[src/rtl/fetch_buffered_pkg.sv]
// Shared constants and helpers for the buffered fetch stage and its ring storage.
package fetch_buffered_pkg;

    localparam int NOP_INSTR        = 0;
    localparam int RESET_PC_DEFAULT = 0;

    // One extra bit so a full ring (alloc - rd == DEPTH) is distinguishable from empty.
    function automatic int ptr_width(input int depth);
        return $clog2(depth) + 1;
    endfunction

endpackage

[src/rtl/fetch_buffered_ring.sv]
// In-order fetch ring: DEPTH x {pc, instr, filled} with alloc/fill/rd pointers and a bulk clear.
module fetch_buffered_ring
    import fetch_buffered_pkg::*;
#(
    parameter int PC_WIDTH   = 12,
    parameter int PMEM_WIDTH = 16,
    parameter int DEPTH      = 4,
    localparam int PW        = ptr_width(DEPTH),
    localparam int IW        = $clog2(DEPTH)
) (
    input  logic                  clock,
    input  logic                  reset,
    input  logic                  clear,
    input  logic                  alloc,
    input  logic [PC_WIDTH-1:0]   alloc_pc,
    input  logic                  fill,
    input  logic [PMEM_WIDTH-1:0] fill_instr,
    input  logic                  pop,
    output logic                  head_filled,
    output logic [PC_WIDTH-1:0]   head_pc,
    output logic [PMEM_WIDTH-1:0] head_instr,
    output logic [PW-1:0]         used,
    output logic [PW-1:0]         unfilled
);

    logic [PW-1:0]         alloc_q, alloc_d;
    logic [PW-1:0]         fill_q, fill_d;
    logic [PW-1:0]         rd_q, rd_d;
    logic [DEPTH-1:0]      filled_q, filled_d;
    logic [PC_WIDTH-1:0]   pc_mem [DEPTH];
    logic [PMEM_WIDTH-1:0] instr_mem [DEPTH];

    logic [IW-1:0] alloc_idx, fill_idx, rd_idx;

    assign fill_idx  = fill_q[IW-1:0];
    assign rd_idx    = rd_q[IW-1:0];
    // A same-cycle allocation after clear lands in slot 0 of the fresh stream.
    assign alloc_idx = clear ? '0 : alloc_q[IW-1:0];

    always_comb begin
        alloc_d = alloc_q;
        fill_d  = fill_q;
        rd_d    = rd_q;
        if (clear) begin
            alloc_d = '0;
            fill_d  = '0;
            rd_d    = '0;
        end else begin
            if (fill) fill_d = fill_q + 1'b1;
            if (pop)  rd_d   = rd_q + 1'b1;
        end
        if (alloc) alloc_d = alloc_d + 1'b1;
    end

    generate
        for (genvar gi = 0; gi < DEPTH; gi++) begin : g_filled
            always_comb begin
                filled_d[gi] = filled_q[gi];
                if (clear) begin
                    filled_d[gi] = 1'b0;
                end else begin
                    if (pop && rd_idx == IW'(gi))   filled_d[gi] = 1'b0;
                    if (fill && fill_idx == IW'(gi)) filled_d[gi] = 1'b1;
                end
            end
        end
    endgenerate

    always_ff @(posedge clock) begin
        if (!reset) begin
            alloc_q  <= '0;
            fill_q   <= '0;
            rd_q     <= '0;
            filled_q <= '0;
        end else begin
            alloc_q  <= alloc_d;
            fill_q   <= fill_d;
            rd_q     <= rd_d;
            filled_q <= filled_d;
        end
    end

    always_ff @(posedge clock) begin
        if (reset && alloc)          pc_mem[alloc_idx]   <= alloc_pc;
        if (reset && fill && !clear) instr_mem[fill_idx] <= fill_instr;
    end

    assign head_filled = filled_q[rd_idx];
    assign head_pc     = pc_mem[rd_idx];
    assign head_instr  = instr_mem[rd_idx];
    assign used        = alloc_q - rd_q;
    assign unfilled    = alloc_q - fill_q;

endmodule

[src/rtl/fetch_buffered.sv]
// Buffered fetch stage: issues pmem requests ahead of decode into an in-order ring,
// discarding responses that belong to a flushed or redirected stream.
module fetch_buffered
    import fetch_buffered_pkg::*;
#(
    parameter int PC_WIDTH     = 12,
    parameter int PMEM_WIDTH   = 16,
    parameter int PC_INCREMENT = 2,
    parameter int DEPTH        = 4,
    parameter logic [PC_WIDTH-1:0] RESET_PC = PC_WIDTH'(RESET_PC_DEFAULT)
) (
    input  logic                  clock,
    input  logic                  reset,
    input  logic                  in_flush,
    input  logic                  in_set_pc,
    input  logic [PC_WIDTH-1:0]   in_branch_pc,
    input  logic                  in_stall,
    output logic                  out_pmem_req,
    output logic [PC_WIDTH-1:0]   out_pmem_addr,
    input  logic                  in_pmem_valid,
    input  logic [PMEM_WIDTH-1:0] in_pmem_instr,
    output logic                  out_valid,
    output logic [PMEM_WIDTH-1:0] out_instr,
    output logic [PC_WIDTH-1:0]   out_pc
);

    localparam int PW = ptr_width(DEPTH);

    logic [PC_WIDTH-1:0]   fetch_pc_q, fetch_pc_d;
    logic [PW-1:0]         drop_cnt_q, drop_cnt_d;
    logic                  redirect, pop, issue, keep;
    logic [PW-1:0]         used, unfilled, used_after;
    logic [PC_WIDTH-1:0]   req_addr;
    logic                  head_filled;
    logic [PC_WIDTH-1:0]   head_pc;
    logic [PMEM_WIDTH-1:0] head_instr;

    assign redirect   = in_flush || in_set_pc;
    assign out_valid  = reset && head_filled && !redirect;
    assign pop        = out_valid && !in_stall;
    assign used_after = redirect ? '0 : used - PW'(pop);
    assign issue      = reset && (used_after < PW'(DEPTH));
    assign req_addr   = in_set_pc ? in_branch_pc : fetch_pc_q;
    assign keep       = reset && in_pmem_valid && (drop_cnt_q == '0) && !redirect;

    always_comb begin
        fetch_pc_d = fetch_pc_q;
        if (issue)          fetch_pc_d = req_addr + PC_WIDTH'(PC_INCREMENT);
        else if (in_set_pc) fetch_pc_d = in_branch_pc;

        // Everything still in flight belongs to the old stream once we redirect.
        drop_cnt_d = drop_cnt_q;
        if (redirect)
            drop_cnt_d = drop_cnt_q + unfilled - PW'(in_pmem_valid);
        else if (in_pmem_valid && drop_cnt_q != '0)
            drop_cnt_d = drop_cnt_q - 1'b1;
    end

    always_ff @(posedge clock) begin
        if (!reset) begin
            fetch_pc_q <= RESET_PC;
            drop_cnt_q <= '0;
        end else begin
            fetch_pc_q <= fetch_pc_d;
            drop_cnt_q <= drop_cnt_d;
        end
    end

    fetch_buffered_ring #(
        .PC_WIDTH   (PC_WIDTH),
        .PMEM_WIDTH (PMEM_WIDTH),
        .DEPTH      (DEPTH)
    ) u_ring (
        .clock       (clock),
        .reset       (reset),
        .clear       (redirect),
        .alloc       (issue),
        .alloc_pc    (req_addr),
        .fill        (keep),
        .fill_instr  (in_pmem_instr),
        .pop         (pop),
        .head_filled (head_filled),
        .head_pc     (head_pc),
        .head_instr  (head_instr),
        .used        (used),
        .unfilled    (unfilled)
    );

    assign out_pmem_req  = issue;
    assign out_pmem_addr = reset ? req_addr : '0;
    assign out_instr     = out_valid ? head_instr : PMEM_WIDTH'(NOP_INSTR);
    assign out_pc        = reset ? head_pc : '0;

endmodule
[config.mk]
export PLATFORM = sky130hd
export DESIGN_NAME = fetch_buffered
export DESIGN_NICKNAME = d
export VERILOG_FILES = /design/src/rtl/fetch_buffered_pkg.sv /design/src/rtl/fetch_buffered_ring.sv /design/src/rtl/fetch_buffered.sv
export SDC_FILE = /design/constraint.sdc
export NUM_CORES = 1
export LEC_CHECK = 0
export ABC_CLOCK_PERIOD_IN_PS = 4000
export CORE_MARGIN = 2
export CORE_UTILIZATION = 52
export DETAILED_ROUTE_END_ITERATION = 10
export DONT_BUFFER_PORTS = 1
export PLACE_DENSITY = 0.67
export SLEW_MARGIN = 5
export SYNTH_ARGS = -nofsm -noshare
export SYNTH_HDL_FRONTEND = slang
export SYNTH_HIERARCHICAL = 1
export SYNTH_SLANG_ARGS = --single-unit
[constraint.sdc]
create_clock -name clock -period 4 [get_ports clock]
set_input_delay 0.4 -clock clock [delete_from_list [all_inputs] [get_ports clock]]
set_output_delay 0.4 -clock clock [all_outputs]
set_load 0.01 [all_outputs]
# Word-level counts from Yosys, hierarchy flattened
# Memories as Yosys holds them, arrays and structs flattened. A register that Yosys moved wholly into a read port is not among the register bits.
# Index checks and enable logic that the tools add are counted.
[op_classes]
n_reduce_logical = 32
addsub = 10
n_bitwise = 1
n_lt_le_gt_ge = 2
mux = 29
n_eq_ne = 6
[op_table]
columns = ["op", "count"]
rows = [
  ["12-bit two-way mux", 4],
  ["1-bit logical AND", 19],
  ["16-bit two-way mux", 1],
  ["3-bit two-way mux", 5],
  ["1-bit two-way mux", 13],
  ["12-bit by 2-bit adder with 12-bit output, second input constant", 1],
  ["2-bit two-way mux", 5],
  ["2-bit nonzero test", 5],
  ["3-bit by 1-bit adder with 3-bit output, second input constant", 3],
  ["2-bit == test, second input constant", 4],
  ["3-bit by 1-bit subtractor with 3-bit output", 2],
  ["3-bit subtractor", 2],
  ["2-bit by 1-bit == test with 1-bit output, second input constant", 2],
  ["2-bit zero test", 2],
  ["3-bit adder", 1],
  ["3-bit zero test", 1],
  ["2-bit by 3-bit < comparator with 1-bit output, second input constant", 1],
  ["3-bit < comparator, second input constant", 1],
  ["3-bit nonzero test", 1],
  ["3-bit by 1-bit subtractor with 3-bit output, second input constant", 1],
  ["1-bit binary-select mux with 2-bit select", 1],
  ["1-bit zero test", 2],
  ["2-bit OR reduction", 1],
  ["1-bit logical OR", 1],
  ["1-bit inverter", 1],
]
[totals]
ff_bits = 28
inputBits = 34
ram_bits = 112
mem_count = 2
output_inout_bits = 42
word_cells = 91
[memory_table]
columns = ["name", "depth", "word_bits", "read_ports", "rd_ports_with_merged_regs", "wr", "line", "source"]
rows = [
  ["u_ring.instr_mem", 4, 16, 1, 1, 1, "fetch_buffered_ring.sv:31", "logic [PMEM_WIDTH-1:0] instr_mem [DEPTH];"],
  ["u_ring.pc_mem", 4, 12, 1, 1, 1, "fetch_buffered_ring.sv:30", "logic [PC_WIDTH-1:0] pc_mem [DEPTH];"],
]

# Logic depth before layout (Yosys ltp)
# Gate-level depths: netlist of run 1.
[depth]
word_depth = 12
mapped_depth = 12
depth_no_buf = 12

# Cells and area by module
# Netlist of run 1, hierarchy kept.
[modules_own_cells]
columns = ["mod", "cells_each", "instances", "area_each_um2"]
rows = [
  ["fetch_buffered_ring", 242, 1, 4922.2],
  ["fetch_buffered", 180, 1, 1467.7],
]

# Worst setup path before layout of run 1
# OpenSTA, ideal clock, no wires.
[synth_timing]
kind = "flip-flop to flip-flop"
start = "reg u_ring.alloc_q[0]"
end = "mem u_ring.pc_mem[2][0] (enable)"
path_stages_with_launch = 11
required_time_ns = 3.604
slack_ns = 0.131
arrival_time_ns = 3.473
n_path_buf = 1
cell_sequence = "dfxtp_1 -> inv_1 -> ha_1 -> fa_1 -> inv_1 -> or3_4 -> o211a_1 -> buf_6 -> nor3_1 -> nand3_1 -> nor3_1"
[synth_between]
elab_chain_cells = 8
elab_cells_between_ends = 9
classes_between = "add/sub: 2; order compare: 1; mux: 4; reduce/logical: 2"
[synth_rtl]
columns = ["item", "line", "source"]
rows = [
  ["start: declaration", "fetch_buffered_ring.sv:26", "logic [PW-1:0] alloc_q, alloc_d;"],
  ["start signal: assignment", "fetch_buffered_ring.sv:76", "alloc_q <= alloc_d;"],
  ["3-bit subtractor", "fetch_buffered_ring.sv:91", "assign used = alloc_q - rd_q;"],
  ["named net used[1]", "fetch_buffered.sv:32", "logic [PW-1:0] used, unfilled, used_after;"],
  ["3-bit by 1-bit subtractor with 3-bit output", "fetch_buffered.sv:41", "assign used_after = redirect ? '0 : used - PW'(pop);"],
  ["3-bit two-way mux", "fetch_buffered.sv:41", ""],
  ["3-bit < comparator", "fetch_buffered.sv:42", "assign issue = reset && (used_after < PW'(DEPTH));"],
  ["1-bit logical AND", "fetch_buffered.sv:42", ""],
  ["named net out_pmem_req", "fetch_buffered.sv:18", "output logic out_pmem_req,"],
  ["1-bit logical AND", "fetch_buffered_ring.sv:84", "if (reset && alloc) pc_mem[alloc_idx] <= alloc_pc;"],
  ["1-bit two-way mux", "fetch_buffered_ring.sv:84", ""],
  ["1-bit two-way mux (not written as such)", "fetch_buffered_ring.sv:84", ""],
  ["end: declaration", "fetch_buffered_ring.sv:30", ""],
]
# The timed path passes the listed nets, and every way through them passes these cells.

# Worst setup path in the final report of run 1
[layout_timing]
start = "reg u_ring.alloc_q[0]"
end = "mem u_ring.pc_mem[1][4] (enable)"
[layout_between]
elab_chain_cells = 8
elab_cells_between_ends = 9
classes_between = "add/sub: 2; order compare: 1; mux: 4; reduce/logical: 2"
[layout_rtl]
columns = ["item", "line"]
rows = [
  ["3-bit subtractor", "fetch_buffered_ring.sv:91"],
  ["named net used[1]", "fetch_buffered.sv:32"],
  ["3-bit by 1-bit subtractor with 3-bit output", "fetch_buffered.sv:41"],
  ["3-bit two-way mux", "fetch_buffered.sv:41"],
  ["3-bit < comparator", "fetch_buffered.sv:42"],
  ["1-bit logical AND", "fetch_buffered.sv:42"],
  ["1-bit logical AND", "fetch_buffered_ring.sv:84"],
  ["1-bit two-way mux", "fetch_buffered_ring.sv:84"],
  ["1-bit two-way mux (not written as such)", "fetch_buffered_ring.sv:84"],
]
# The timed path passes the listed nets, and every way through them passes these cells.

==> PnR_summary.wiki, run 1 <==
{| class="wikitable"
! Metric !! Value
|-
| Worst endpoint required time || 4.11 ns
|-
| Number of violations of the max-capacitance limit || 0
|-
| Predominant post-synthesis flop cell || sky130_fd_sc_hd__edfxtp_1
|-
| Htree depth || 4
|-
| Overall track demand over capacity in global routing || between 10% and 20%
|-
| Die width || 114.9 um
|-
| Cell taking the most area after synthesis || sky130_fd_sc_hd__edfxtp_1
|-
| CTS tree || yes
|-
| Number of remaining DRC errors || 0
|-
| Yosys Warn Count || 6
|-
| Via density || 5.765
|-
| Power per Cell Area || about 460 nW/um^2
|-
| Hold Path Class || input pin to flop
|-
| Starting utilization of the core area || 53.20%
|-
| Via count || 3,407
|-
| Antenna-violating nets left || 0
|-
| Mapped cell area || 6390 um^2
|-
| Overall die area || 13,190 um^2
|-
| Yosys cell types || 47
|-
| Tightest Pin Transition || 0.9556 ns
|-
| Number of clock buffers inserted by TritonCTS || 17
|-
| Slew Limit Headroom || a little over a third
|-
| Capture point of the worst path || u_ring/pc_mem[1][4]
|-
| Setup Viol. Count Final || 0
|-
| Beginning of the worst register-to-register path || u_ring/alloc_q[0]
|-
| Cell types with the largest area share after synthesis || sky130_fd_sc_hd__edfxtp_1 53%, sky130_fd_sc_hd__dfxtp_1 9.4%, sky130_fd_sc_hd__mux4_2 7.4%
|-
| Count of buffers inserted at the top-level ports || 0
|-
| Mapped Cells || 422
|-
| Slack of the worst reg-to-reg path || 0.84 ns
|-
| Class of the most critical setup path || flop to flop
|-
| Vias in the first global route || around 3,500
|-
| CP Max Fanout || 12
|-
| Async SR Flop Fraction || 0%
|-
| Cell with the most instances after synthesis || sky130_fd_sc_hd__edfxtp_1
|-
| Origin of the worst setup path || u_ring/alloc_q[0]
|-
| Startpoint class of the critical path || flop
|-
| Quantity of gates resized following cts || 0
|-
| Setup repair after global routing missed its margin || false
|-
| TritonRoute pass-1 iters || 4
|-
| Routed wire length || between 10,000 and 15,000 um
|-
| Number of nets in the final layout || 486
|-
| Pin count of the biggest net entering global routing || 32
|-
| Slew Viols, Final || 0
|-
| Antenna violations before repair || 0
|-
| Worst R2R Path Depth || 11
|-
| Number of register bits inferred by synthesis || roughly 140
|-
| DRC violation total after the first TritonRoute iteration || 269
|-
| Row count || 40
|-
| Skew-Pair Late Insertion Delay || a little over 0.4 ns
|-
| Setup Fix Bufs, Post-CTS || 0
|-
| Outcome || finished clean
|-
| Critical R2R Capture || u_ring/pc_mem[1][4]
|-
| Final critical path time including I/O delays and setup || 3.157 ns
|-
| Aggregate negative setup slack || 0 ns
|-
| Area grow syn2layout || 10.40%
|-
| Syn Nets || 475
|-
| Final clock skew || 0.005483 ns
|-
| Top post-synthesis cells by count || 112 x sky130_fd_sc_hd__edfxtp_1, 40 x sky130_fd_sc_hd__and2_1, 30 x sky130_fd_sc_hd__dfxtp_1
|-
| Maximum clock path buffer count || 2
|-
| Wire length of the first global-routing pass || roughly 18,000 um
|-
| Share of the synthesized area in the top cell type || 52.63%
|-
| Minimum setup slack in the final design || 0.8433 ns
|-
| Final global-route overflow total || 0
|-
| Clock transition time at the flip-flop clock pins of the worst setup and hold paths || 0.05 ns
|-
| Average cell area after synthesis || 15.14 um^2
|-
| Quantity of hold-fixing buffers added after cts || 0
|-
| Proportion of synthesized chip area in sequential cells || between 60% and 70%
|-
| Final weighted congestion of routability-driven global placement || 0.8302
|-
| Endpoint class of the critical path || flop
|-
| Number of top-level pins || 76
|-
| Die Y || 114.9 um
|-
| Core ar. || ~12,000 um^2
|-
| Detailed-placement wirelength estimate || 7614 um
|-
| Number of antenna cells inserted || 0
|-
| Dpl ws || between 0.8 and 0.9 ns
|-
| Worst endpoint data arrival time || 3.26 ns
|-
| Wirelength per Cell || 19.56 um
|-
| Final hold viol count || 0
|-
| Worst voltage drop across the vdd grid || 243.5 uV
|-
| Leakage || about 2.4 nW
|-
| Final Cycle Share || between 70% and 80%
|-
| Post-synth EDFFs || ~110
|-
| Root Driver || sky130_fd_sc_hd__clkbuf_16
|-
| Max Fclk || around 320 MHz
|-
| Fraction of final layout cells sized beyond drive strength 1 || 17.12%
|-
| Clock net sink count || 142
|}
==> state kept, by name, summed over array words and instances (netlist names), named ones only <==
| register | cells |
|---|---|
| u_ring/pc_mem | 48 |
| u_ring/instr_mem | 64 |
| fetch_pc_q | 12 |
| u_ring/alloc_q | 3 |
| u_ring/filled_q | 4 |
| u_ring/fill_q | 3 |
| u_ring/rd_q | 3 |
| drop_cnt_q | 3 |
==> worst max-delay path, cell delays in order, from the launching register on <==
cell                      delay (ns)
sky130_fd_sc_hd__dfxtp_1        0.39
sky130_fd_sc_hd__inv_1          0.10
sky130_fd_sc_hd__ha_1           0.21
sky130_fd_sc_hd__fa_1           0.48
sky130_fd_sc_hd__inv_1          0.04
sky130_fd_sc_hd__or3_4          0.34
sky130_fd_sc_hd__o211a_1        0.35
sky130_fd_sc_hd__nor3_1         0.18
sky130_fd_sc_hd__buf_4          0.19
sky130_fd_sc_hd__nand2_1        0.08
sky130_fd_sc_hd__nor3_1         0.22
sky130_fd_sc_hd__buf_4          0.25
==> how the worst min path moves through the flow <==
stage	startpoint	end	slack, ns	depth (start not counted)
global route	in_pmem_instr[8]	u_ring/instr_mem[3][8]	0.06	0
floorplan	u_ring/filled_q[2]	u_ring/filled_q[2]	0.43	2
finish	in_pmem_instr[6]	u_ring/instr_mem[0][6]	0.08	0
global placement	u_ring/filled_q[3]	u_ring/filled_q[3]	0.45	2
CTS	in_pmem_instr[14]	u_ring/instr_mem[0][14]	0.06	0
detailed placement	u_ring/filled_q[2]	u_ring/filled_q[2]	0.45	2
==> routing by layer <==
metal | track usage [%] | share of wire (%) | up-vias
li1 | - | - | 1599
met1 | 24.61 | 42 | 1677
met2 | 28.94 | 47 | 112
met3 | 5.219 | 8.3 | 19
met4 | 8.273 | 1.9 | 0
met5 | 0 | 0 | -
==> per-stage QoR <==
step / total power [mW] / cell area (um^2) / hold WS [ns] / cells / utilization, %
after floorplan: 1.809 / 6390 / 0.4331 / 422 / -
after global placement: 1.837 / 6519 / 0.4512 / 561 / 54.27
after detailed placement: 1.845 / 6519 / 0.4515 / 561 / 54.27
after CTS: 3.272 / 7054 / 0.06467 / 591 / 58.73
after global routing: 3.354 / 7054 / 0.06244 / 591 / 58.73
final: 3.246 / 7054 / 0.08155 / 591 / 58.73
==> placed cells by master (no fill, tap or decap), drive strengths merged, types with 7 or more instances in the layout <==
master / count
mux2: 17
clkbuf: 20
edfxtp: 112
nor3: 12
nand2: 18
nand3: 7
nor2: 28
ha: 16
dfxtp: 30
xnor2: 11
mux4: 29
clkinv: 7
inv: 23
a21oi: 12
buf: 11
and2: 40
==> cell families (layout without fill, tap and decap cells) <==
group / Yosys count / count (layout) / share of synthesized area [%]
buffers and inverters: 42 / 64 / 3.524
AND/OR/NAND/NOR: 125 / 125 / 11.04
AO/OA/AOI/OAI: 28 / 28 / 2.800
multiplexers: 51 / 51 / 14.47
adder cells (fa/ha/maj): 19 / 19 / 4.073
flip-flops: 142 / 142 / 62.03
XOR/XNOR: 15 / 15 / 2.056
==> final cells by class <==
class                           count  area [um^2]
Clock buffer                       20        436.7
Clock inverter                     10        98.84
Fill cell                         918         4957
Inverter                           23        86.33
Multi-Input combinational cell    238         2201
Sequential cell                   142         3965
Tap cell                          147        183.9
Timing Repair Buffer               11        82.58
==> power breakdown <==
group | internal [mW] | leakage [nW] | switching [mW]
Combinational | 0.0757 | 0.886 | 0.103
Clock | 0.897 | 0.262 | 0.534
Sequential | 1.62 | 1.26 | 0.0134
Total | 2.60 | 2.41 | 0.650
Power figures use the tool's default switching activity.
==> inputs of run 2 (changes only) <==
--- a/config.mk
+++ b/config.mk
@@ -5,12 +5,12 @@
 export SDC_FILE = /design/constraint.sdc
 export NUM_CORES = 1
 export LEC_CHECK = 0
-export ABC_CLOCK_PERIOD_IN_PS = 4000
+export ABC_CLOCK_PERIOD_IN_PS = 2800
 export CORE_MARGIN = 2
 export CORE_UTILIZATION = 52
 export DETAILED_ROUTE_END_ITERATION = 10
 export DONT_BUFFER_PORTS = 1
-export PLACE_DENSITY = 0.67
+export PLACE_DENSITY = 0.7
 export SLEW_MARGIN = 5
 export SYNTH_ARGS = -nofsm -noshare
 export SYNTH_HDL_FRONTEND = slang
==> constraint.sdc (replaced) <==
create_clock -name clock -period 2.8 [get_ports clock]
set_input_delay 0.28 -clock clock [delete_from_list [all_inputs] [get_ports clock]]
set_output_delay 0.28 -clock clock [all_outputs]
set_load 0.01 [all_outputs]
==> run 2 against run 1 <==
  * Global-route usage increased by 0.37 points
  * Total power increased by 47%
  * Via count is 3.3% higher
  * Design area up 7.0%
  * First-iteration DRC count is 4.1% higher
  * Sequential share of layout area fell by 3.6 points
  * Non-clock buffer count grew 32
  * Sequential power is 43% higher
  * Clock skew increased by 0.0092 ns
  * Critical path depth unchanged
==> PnR_summary.wiki, run 2 (synthesis gave the netlist of run 1 again) <==
{| class="wikitable"
! Metric !! Value
|-
| Maximum clock path buffer count || 2 (unchanged)
|-
| Class of the most critical setup path || flop to flop
|-
| Critical Path Max Stage Delay || 0.48 ns (about the same)
|-
| Pint || 3.825 mW (+47%)
|-
| Slew Limit Headroom || 56.13% (+20 points)
|-
| Commonest non-fill, non-tap cells in the layout || 112 x sky130_fd_sc_hd__edfxtp_1, 40 x sky130_fd_sc_hd__and2_1, 27 x sky130_fd_sc_hd__dfxtp_1
|-
| Core ar. || 12,010 um^2 (unchanged)
|-
| Min-delay src || in_pmem_valid
|-
| Worst endpoint data arrival time || 2.92 ns (-0.34 ns)
|-
| Most frequent cell on the critical path || sky130_fd_sc_hd__nor3_4
|-
| TritonRoute pass-1 iters || 4 (unchanged)
|-
| Die width || 114.9 um (unchanged)
|-
| Slew Viols, Final || 0 (unchanged)
|-
| Count of buffers inserted at the top-level ports || 0 (unchanged)
|-
| Largest Register || u_ring/instr_mem
|-
| Wire length of the first global-routing pass || 18,520 um (+2.5%)
|-
| Vias in the first global route || 3,621 (+3.8%)
|-
| Tightest Pin Transition || 0.6571 ns (-0.2985 ns)
|-
| Startpoint class of the critical path || flop
|-
| Share of total power consumed by net switching || 19.80% (-0.22 points)
|-
| Number of nets in the final layout || 518 (+6.6%)
|-
| Overall die area || 13,190 um^2 (unchanged)
|-
| Root Driver || sky130_fd_sc_hd__clkbuf_16
|-
| Slack of the worst reg-to-reg path || 0.01 ns (-0.83 ns)
|-
| Wirelength per Cell || 19.00 um (-2.9%)
|-
| Routed wire length || 11,840 um (+2.4%)
|-
| Number of violations of the max-capacitance limit || 0 (unchanged)
|-
| Starting utilization of the core area || 53.20% (unchanged)
|-
| Number of antenna cells inserted || 0 (unchanged)
|-
| Final core utilization || 62.84% (+4.1 points)
|-
| Overall Power || 4.770 mW (+47%)
|-
| Antenna violations before repair || 0 (unchanged)
|-
| CTS tree || yes
|-
| Number of clock buffers inserted by TritonCTS || 17 (unchanged)
|-
| Hold Path Class || input pin to flop
|-
| Origin of the worst setup path || u_ring/alloc_q[0]
|-
| Worst endpoint required time || 2.93 ns (-1.18 ns)
|-
| Final Cycle Share || 99.57% (+21 points)
|-
| Number of flip-flops in the largest register || 64 (unchanged)
|-
| Setup Viol. Count Final || 0 (unchanged)
|-
| Skew-Pair Late Insertion Delay || 0.42 ns (about the same)
|-
| Number of top-level pins || 76 (unchanged)
|-
| Number of remaining DRC errors || 0 (unchanged)
|-
| Final critical path time including I/O delays and setup || 2.788 ns (-0.3688 ns)
|-
| Minimum setup slack in the final design || 0.01202 ns (-0.8312 ns)
|-
| Row count || 40 (unchanged)
|-
| Via count || 3,520 (+3.3%)
|-
| Clock transition time at the flip-flop clock pins of the worst setup and hold paths || 0.05 ns (about the same)
|-
| Switching component of the power || 944.2 uW (+45%)
|-
| CP Max Fanout || 6 (-6)
|-
| CP Cell Sequence || inv_4 -> ha_4 -> fa_1 -> inv_1 -> or3_4 -> o211a_4 -> nor3_4 -> buf_6 -> nand3_4 -> nor3_4 -> clkbuf_16
|-
| Fraction of final layout cells sized beyond drive strength 1 || 22.06% (+4.9 points)
|-
| Antenna-violating nets left || 0 (unchanged)
|-
| Final hold viol count || 0 (unchanged)
|-
| Final weighted congestion of routability-driven global placement || 0.8613 (+3.7%)
|-
| Via density || 5.650 (-2.0%)
|-
| Biggest registers after layout || u_ring/instr_mem (64), u_ring/pc_mem (48), fetch_pc_q (12)
|-
| Beginning of the worst register-to-register path || u_ring/alloc_q[0]
|-
| Htree depth || 4 (unchanged)
|-
| Setup repair after global routing missed its margin || true
|-
| Most common library cell in the layout ignoring fill and taps || sky130_fd_sc_hd__edfxtp_1
|-
| Final clock skew || 0.01468 ns (+0.009196 ns)
|-
| Clock net sink count || 142 (unchanged)
|-
| Worst-path cell with the longest stage delay || sky130_fd_sc_hd__fa_1
|-
| Outcome || finished clean
|-
| Die Y || 114.9 um (unchanged)
|-
| Area grow syn2layout || 18.13%
|-
| Worst voltage drop across the vdd grid || 305.6 uV (+26%)
|-
| Sequential cell fraction of total power || 49.0% (-1.4 points)
|-
| DRC violation total after the first TritonRoute iteration || 280 (+4.1%)
|-
| Leakage || 2.599 nW (+7.9%)
|-
| Power per Cell Area || 631.9 nW/um^2 (+37%)
|-
| Pin count of the biggest net entering global routing || 30 (-6.3%)
|-
| Overall track demand over capacity in global routing || 18.95% (+0.37 points)
|-
| Detailed-placement wirelength estimate || 7849 um (+3.1%)
|-
| Part of the power in the clock network || 44.7% (+0.6 points)
|-
| Max Fclk || 358.7 MHz (+13%)
|-
| Endpoint class of the critical path || flop
|-
| Fraction of power consumed by combinational cells || 6.3% (+0.8 points)
|-
| Dpl ws || 0.06241 ns (-0.8158 ns)
|-
| Final global-route overflow total || 0 (unchanged)
|}
==> run 2: changes by cell type in the layout (fill, tap and decap cells not counted), moves of 3 or more <==
cell                            previous run  this run
sky130_fd_sc_hd__dlygate4sd3_1             0        17
sky130_fd_sc_hd__nor3_1                   12         8
sky130_fd_sc_hd__buf_12                    0         5
sky130_fd_sc_hd__buf_4                    11        19
sky130_fd_sc_hd__nor3_4                    0         3
==> run 2: path summary, 6_finish.rpt <==
check,endpoint,cells after the start
setup reg to reg,u_ring/pc_mem[2][6],11
setup / recovery,u_ring/pc_mem[2][6],11
hold reg to reg,u_ring/filled_q[1],2
hold / removal,drop_cnt_q[1],2
==> run 2: per-layer routing <==
layer | wire [um] | vias up | GRT usage, %
met1 | 5330 | 1751 | 25.38
li1 | - | 1675 | -
met3 | 725 | 6 | 7.116
met4 | 80 | 0 | 6.024
met5 | 0 | - | 0
met2 | 5699 | 88 | 29.06
==> run 2: cell type report <==
cell class | instances | area (um^2)
multi-input cells | 238 | 2297
clock buffers | 20 | 436.7
flip-flops and latches | 142 | 3970
clock inverters | 10 | 122.6
fillers | 850 | 4463
well taps | 147 | 183.9
repair buffers | 43 | 449.2
inverters | 23 | 88.84
==> run 2: what timing repair did <==
item                                   4_1_cts  5_1_grt
endpoints found under the hold margin       67        0
resized for setup                            1        4
pin swaps                                    2        0
cloned                                       0        1
hold buffers                                17        0
setup endpoints to repair                    1       18
buffers inserted                             1        2
==> run 2: per-stage QoR <==
step	std cells	instance area [um^2]	hold slack [ns]	TNS, ns
after floorplan	422	6466	0.3789	-6.718
after global placement	572	6740	0.3790	0
after detailed placement	572	6740	0.3790	0
after CTS	620	7482	0.1029	0
after global routing	623	7548	0.1245	-0.9479
final	623	7548	0.1227	0
==> run 2: power groups by stage <==
stage	sequential, mW	combinational (mW)	clock, mW
2_1_floorplan	2.38	0.213	0
3_3_place_gp	2.38	0.259	0
3_5_place_dp	2.38	0.265	0
4_1_cts	2.34	0.297	2.18
5_1_grt	2.34	0.333	2.27
6_report	2.34	0.298	2.13
==> run 2: critical path, delay by kind of cell (launching register included) <==
| family | cells | cell delay [ns] |
|---|---|---|
| AO/OA/AOI/OAI | 1 | 0.25 |
| adder cells (fa/ha/maj) | 2 | 0.63 |
| buffers and inverters | 4 | 0.42 |
| flip-flops | 1 | 0.35 |
| AND/OR/NAND/NOR | 4 | 0.83 |
==> inputs of run 3 (changes only) <==
--- a/config.mk
+++ b/config.mk
@@ -5,12 +5,12 @@
 export SDC_FILE = /design/constraint.sdc
 export NUM_CORES = 1
 export LEC_CHECK = 0
-export ABC_CLOCK_PERIOD_IN_PS = 2800
+export ABC_CLOCK_PERIOD_IN_PS = 2600
 export CORE_MARGIN = 2
 export CORE_UTILIZATION = 52
 export DETAILED_ROUTE_END_ITERATION = 10
 export DONT_BUFFER_PORTS = 1
-export PLACE_DENSITY = 0.7
+export PLACE_DENSITY = 0.67
 export SLEW_MARGIN = 5
 export SYNTH_ARGS = -nofsm -noshare
 export SYNTH_HDL_FRONTEND = slang
==> constraint.sdc (replaced) <==
create_clock -name clock -period 2.6 [get_ports clock]
set_input_delay 0.26 -clock clock [delete_from_list [all_inputs] [get_ports clock]]
set_output_delay 0.26 -clock clock [all_outputs]
set_load 0.01 [all_outputs]
==> run 3 against run 2 <==
  * The run now ends with setup timing left
  * Sequential power increased by 8%
  * Clock power increased by 20%
  * Non-clock buffer count increased by 10
  * First-iteration DRC count decreased by 11%
  * Routed wire length increased by 7.7%
  * Final cell count increased by 2.1%
  * Highest routed layer unchanged
  * Worst setup slack got worse by 0.19 ns
  * Sequential cell count unchanged
  * Global-route usage increased by 1.1 points
==> PnR_summary.wiki, run 3 (synthesis gave the netlist of run 1 again) <==
{| class="wikitable"
! Metric !! Value
|-
| Clock net sink count || 142 (unchanged)
|-
| Overall die area || 13,190 um^2 (unchanged)
|-
| Final core utilization || 65.14% (+2.3 points)
|-
| Critical R2R Capture || u_ring/pc_mem[3][7]
|-
| Cell count after placement || 578 (+1.0%)
|-
| Startpoint class of the critical path || flop
|-
| Slew Limit Headroom || 54.95% (-1.2 points)
|-
| Beginning of the worst register-to-register path || u_ring/alloc_q[0]
|-
| Fin cells || 636 (+2.1%)
|-
| Endpoint class of the critical path || flop
|-
| Number of remaining DRC errors || 0 (unchanged)
|-
| DRC violation total after the first TritonRoute iteration || 250 (-11%)
|-
| Cell depth of the worst hold path || 2 (unchanged)
|-
| Worst endpoint required time || 2.74 ns (-0.19 ns)
|-
| Tightest Pin Transition || 0.6687 ns (+0.01156 ns)
|-
| Count of buffers inserted at the top-level ports || 0 (unchanged)
|-
| Number of flip-flops in the largest register || 64 (unchanged)
|-
| Antenna-violating nets left || 0 (unchanged)
|-
| Maximum clock path buffer count || 2 (unchanged)
|-
| Final Cycle Share || 106.7% (+7.2 points)
|-
| Worst hold endpoint || drop_cnt_q[1]
|-
| Overall track demand over capacity in global routing || 20.05% (+1.1 points)
|-
| Wirelength per Cell || 20.04 um (+5.5%)
|-
| Setup Viol. Count Final || 54 (+54)
|-
| Number of clock buffers inserted by TritonCTS || 17 (unchanged)
|-
| Pin count of the biggest net entering global routing || 30 (unchanged)
|-
| Leakage || 2.704 nW (+4.0%)
|-
| Largest Register || u_ring/instr_mem
|-
| Root Driver || sky130_fd_sc_hd__clkbuf_16
|-
| Final global-route overflow total || 0 (unchanged)
|-
| Commonest non-fill, non-tap cells in the layout || 112 x sky130_fd_sc_hd__edfxtp_1, 35 x sky130_fd_sc_hd__and2_1, 27 x sky130_fd_sc_hd__dfxtp_1
|-
| Fraction of final layout cells sized beyond drive strength 1 || 28.43% (+6.4 points)
|-
| Number of inserted filler cells in the final layout || 852 (+0.24%)
|-
| Area grow syn2layout || 22.44%
|-
| Via density || 5.808 (+2.8%)
|-
| Worst R2R Path Depth || 11 (unchanged)
|-
| Class of the most critical setup path || flop to flop
|-
| Number of antenna cells inserted || 0 (unchanged)
|-
| Wire length of the first global-routing pass || 19,440 um (+5.0%)
|-
| Number of violations of the max-capacitance limit || 0 (unchanged)
|-
| Worst endpoint data arrival time || 2.91 ns (about the same)
|-
| Htree depth || 4 (unchanged)
|-
| Violations in the final reports || setup timing
|-
| Minimum setup slack in the final design || -0.1755 ns (-0.1875 ns)
|-
| Via count || 3,694 (+4.9%)
|-
| Die Y || 114.9 um (unchanged)
|-
| Power per Cell Area || 693.2 nW/um^2 (+9.7%)
|-
| Max Fclk || 360.3 MHz (+0.45%)
|-
| Die width || 114.9 um (unchanged)
|-
| Number of top-level pins || 76 (unchanged)
|-
| Clock transition time at the flip-flop clock pins of the worst setup and hold paths || 0.06 ns (about the same)
|-
| TritonRoute pass-1 iters || 5 (+1)
|-
| Most common library cell in the layout ignoring fill and taps || sky130_fd_sc_hd__edfxtp_1
|-
| CTS tree || yes
|-
| Routed wire length || 12,740 um (+7.7%)
|-
| Min-delay src || in_pmem_valid
|-
| Worst voltage drop across the vdd grid || 322.1 uV (+5.4%)
|-
| Hold slack final || 0.09579 ns (-0.02687 ns)
|-
| Final clock skew || 0.008238 ns (-0.006442 ns)
|-
| Outcome || finished, violations left
|-
| Setup repair after global routing missed its margin || true
|-
| Core ar. || 12,010 um^2 (unchanged)
|-
| Final hold viol count || 0 (unchanged)
|-
| Slew Viols, Final || 0 (unchanged)
|-
| Number of nets in the final layout || 530 (+2.3%)
|-
| CP Max Fanout || 6 (unchanged)
|-
| Row count || 40 (unchanged)
|-
| Vias in the first global route || 3,653 (+0.88%)
|-
| Final critical path time including I/O delays and setup || 2.775 ns (-0.01252 ns)
|-
| Slack of the worst reg-to-reg path || -0.18 ns (-0.19 ns)
|-
| Starting utilization of the core area || 53.20% (unchanged)
|-
| Antenna violations before repair || 0 (unchanged)
|-
| Detailed-placement wirelength estimate || 7878 um (+0.37%)
|-
| Hold Path Class || input pin to flop
|-
| Skew-Pair Late Insertion Delay || 0.42 ns (about the same)
|-
| Final weighted congestion of routability-driven global placement || 0.7952 (-7.7%)
|-
| Biggest registers after layout || u_ring/instr_mem (64), u_ring/pc_mem (48), fetch_pc_q (12)
|}
==> run 3: cell count changes in the layout (fill, tap and decap cells not counted), moves of 2 or more <==
cell and delta:
sky130_fd_sc_hd__bufinv_16 +2, sky130_fd_sc_hd__and2_1 -5, sky130_fd_sc_hd__nor3_1 -3, sky130_fd_sc_hd__clkinvlp_4 +4, sky130_fd_sc_hd__ha_1 -2, sky130_fd_sc_hd__inv_2 +2
sky130_fd_sc_hd__buf_6 +4, sky130_fd_sc_hd__nor3_2 +2, sky130_fd_sc_hd__and2_4 +5, sky130_fd_sc_hd__ha_4 +2, sky130_fd_sc_hd__clkbuf_1 -2, sky130_fd_sc_hd__inv_1 -3
sky130_fd_sc_hd__buf_4 +6
==> run 3: worst max-delay path, cell delays in order (launching register included) <==
cell and delay (ns):
sky130_fd_sc_hd__dfxtp_4 0.35, sky130_fd_sc_hd__inv_4 0.04, sky130_fd_sc_hd__ha_4 0.15, sky130_fd_sc_hd__fa_1 0.47, sky130_fd_sc_hd__inv_1 0.05, sky130_fd_sc_hd__or3_4 0.34, sky130_fd_sc_hd__o211a_4 0.27, sky130_fd_sc_hd__nor3_4 0.17
sky130_fd_sc_hd__buf_6 0.14, sky130_fd_sc_hd__nand3_4 0.10, sky130_fd_sc_hd__nor2_4 0.14, sky130_fd_sc_hd__bufbuf_16 0.28
==> run 3: power breakdown <==
group	total [mW]	internal [mW]	switching (mW)	leakage (nW)
Clock	2.55	1.68	0.872	0.299
Sequential	2.52	2.50	0.0230	1.26
Combinational	0.350	0.162	0.187	1.14
Total	5.42	4.34	1.08	2.70
==> run 3: stage by stage <==
stage	setup TNS [ns]	cell area (um^2)	power (mW)	setup WS, ns
global placement	-1.763	6785	2.846	-0.08952
global route	-10.21	7824	5.602	-0.2488
floorplan	-16.32	6466	2.790	-0.4534
finish	-5.825	7824	5.424	-0.1755
CTS	-5.107	7661	5.432	-0.1664
detailed placement	-2.756	6785	2.855	-0.1185
==> run 3: cell type report <==
class	instances	area, um^2	area share, %
clock inverter	13	195.2	2.495
multi-input combinational	238	2391	30.56
inverter	23	92.59	1.183
tap	147	183.9	2.351
timing repair buffer	53	546.8	6.989
timing repair inverter	2	15.01	0.1919
clock buffer	18	429.2	5.485
sequential	142	3970	50.74
==> run 3: worst max path at each step <==
stage,start,endpoint,slack [ns],cells after the start
after global placement,u_ring/alloc_q[0],u_ring/pc_mem[2][9],-0.09,10
final,u_ring/alloc_q[0],u_ring/pc_mem[3][7],-0.18,11
after global routing,u_ring/alloc_q[0],u_ring/pc_mem[3][7],-0.25,11
after CTS,u_ring/alloc_q[0],out_pmem_req,-0.17,11
after floorplan,u_ring/alloc_q[0],u_ring/pc_mem[2][0],-0.45,10
after detailed placement,u_ring/alloc_q[0],u_ring/pc_mem[2][0],-0.12,10
==> run 3: layer usage <==
metal / GRT usage, % / share of wire, % / up-vias
li1: - / - / 1697
met1: 27.03 / 44 / 1875
met3: 6.958 / 6.2 / 16
met4: 7.149 / 1.3 / 0
met5: 0 / 0 / -
met2: 30.59 / 48 / 106
==> run 3: timing repair <==
action,in CTS,in global routing
pin swaps,2,10
hold buffers,17,0
endpoints found under the hold margin,67,0
setup buffers,3,4
gates cloned,1,2
endpoints found under the setup margin,39,71
gates resized for setup,6,27
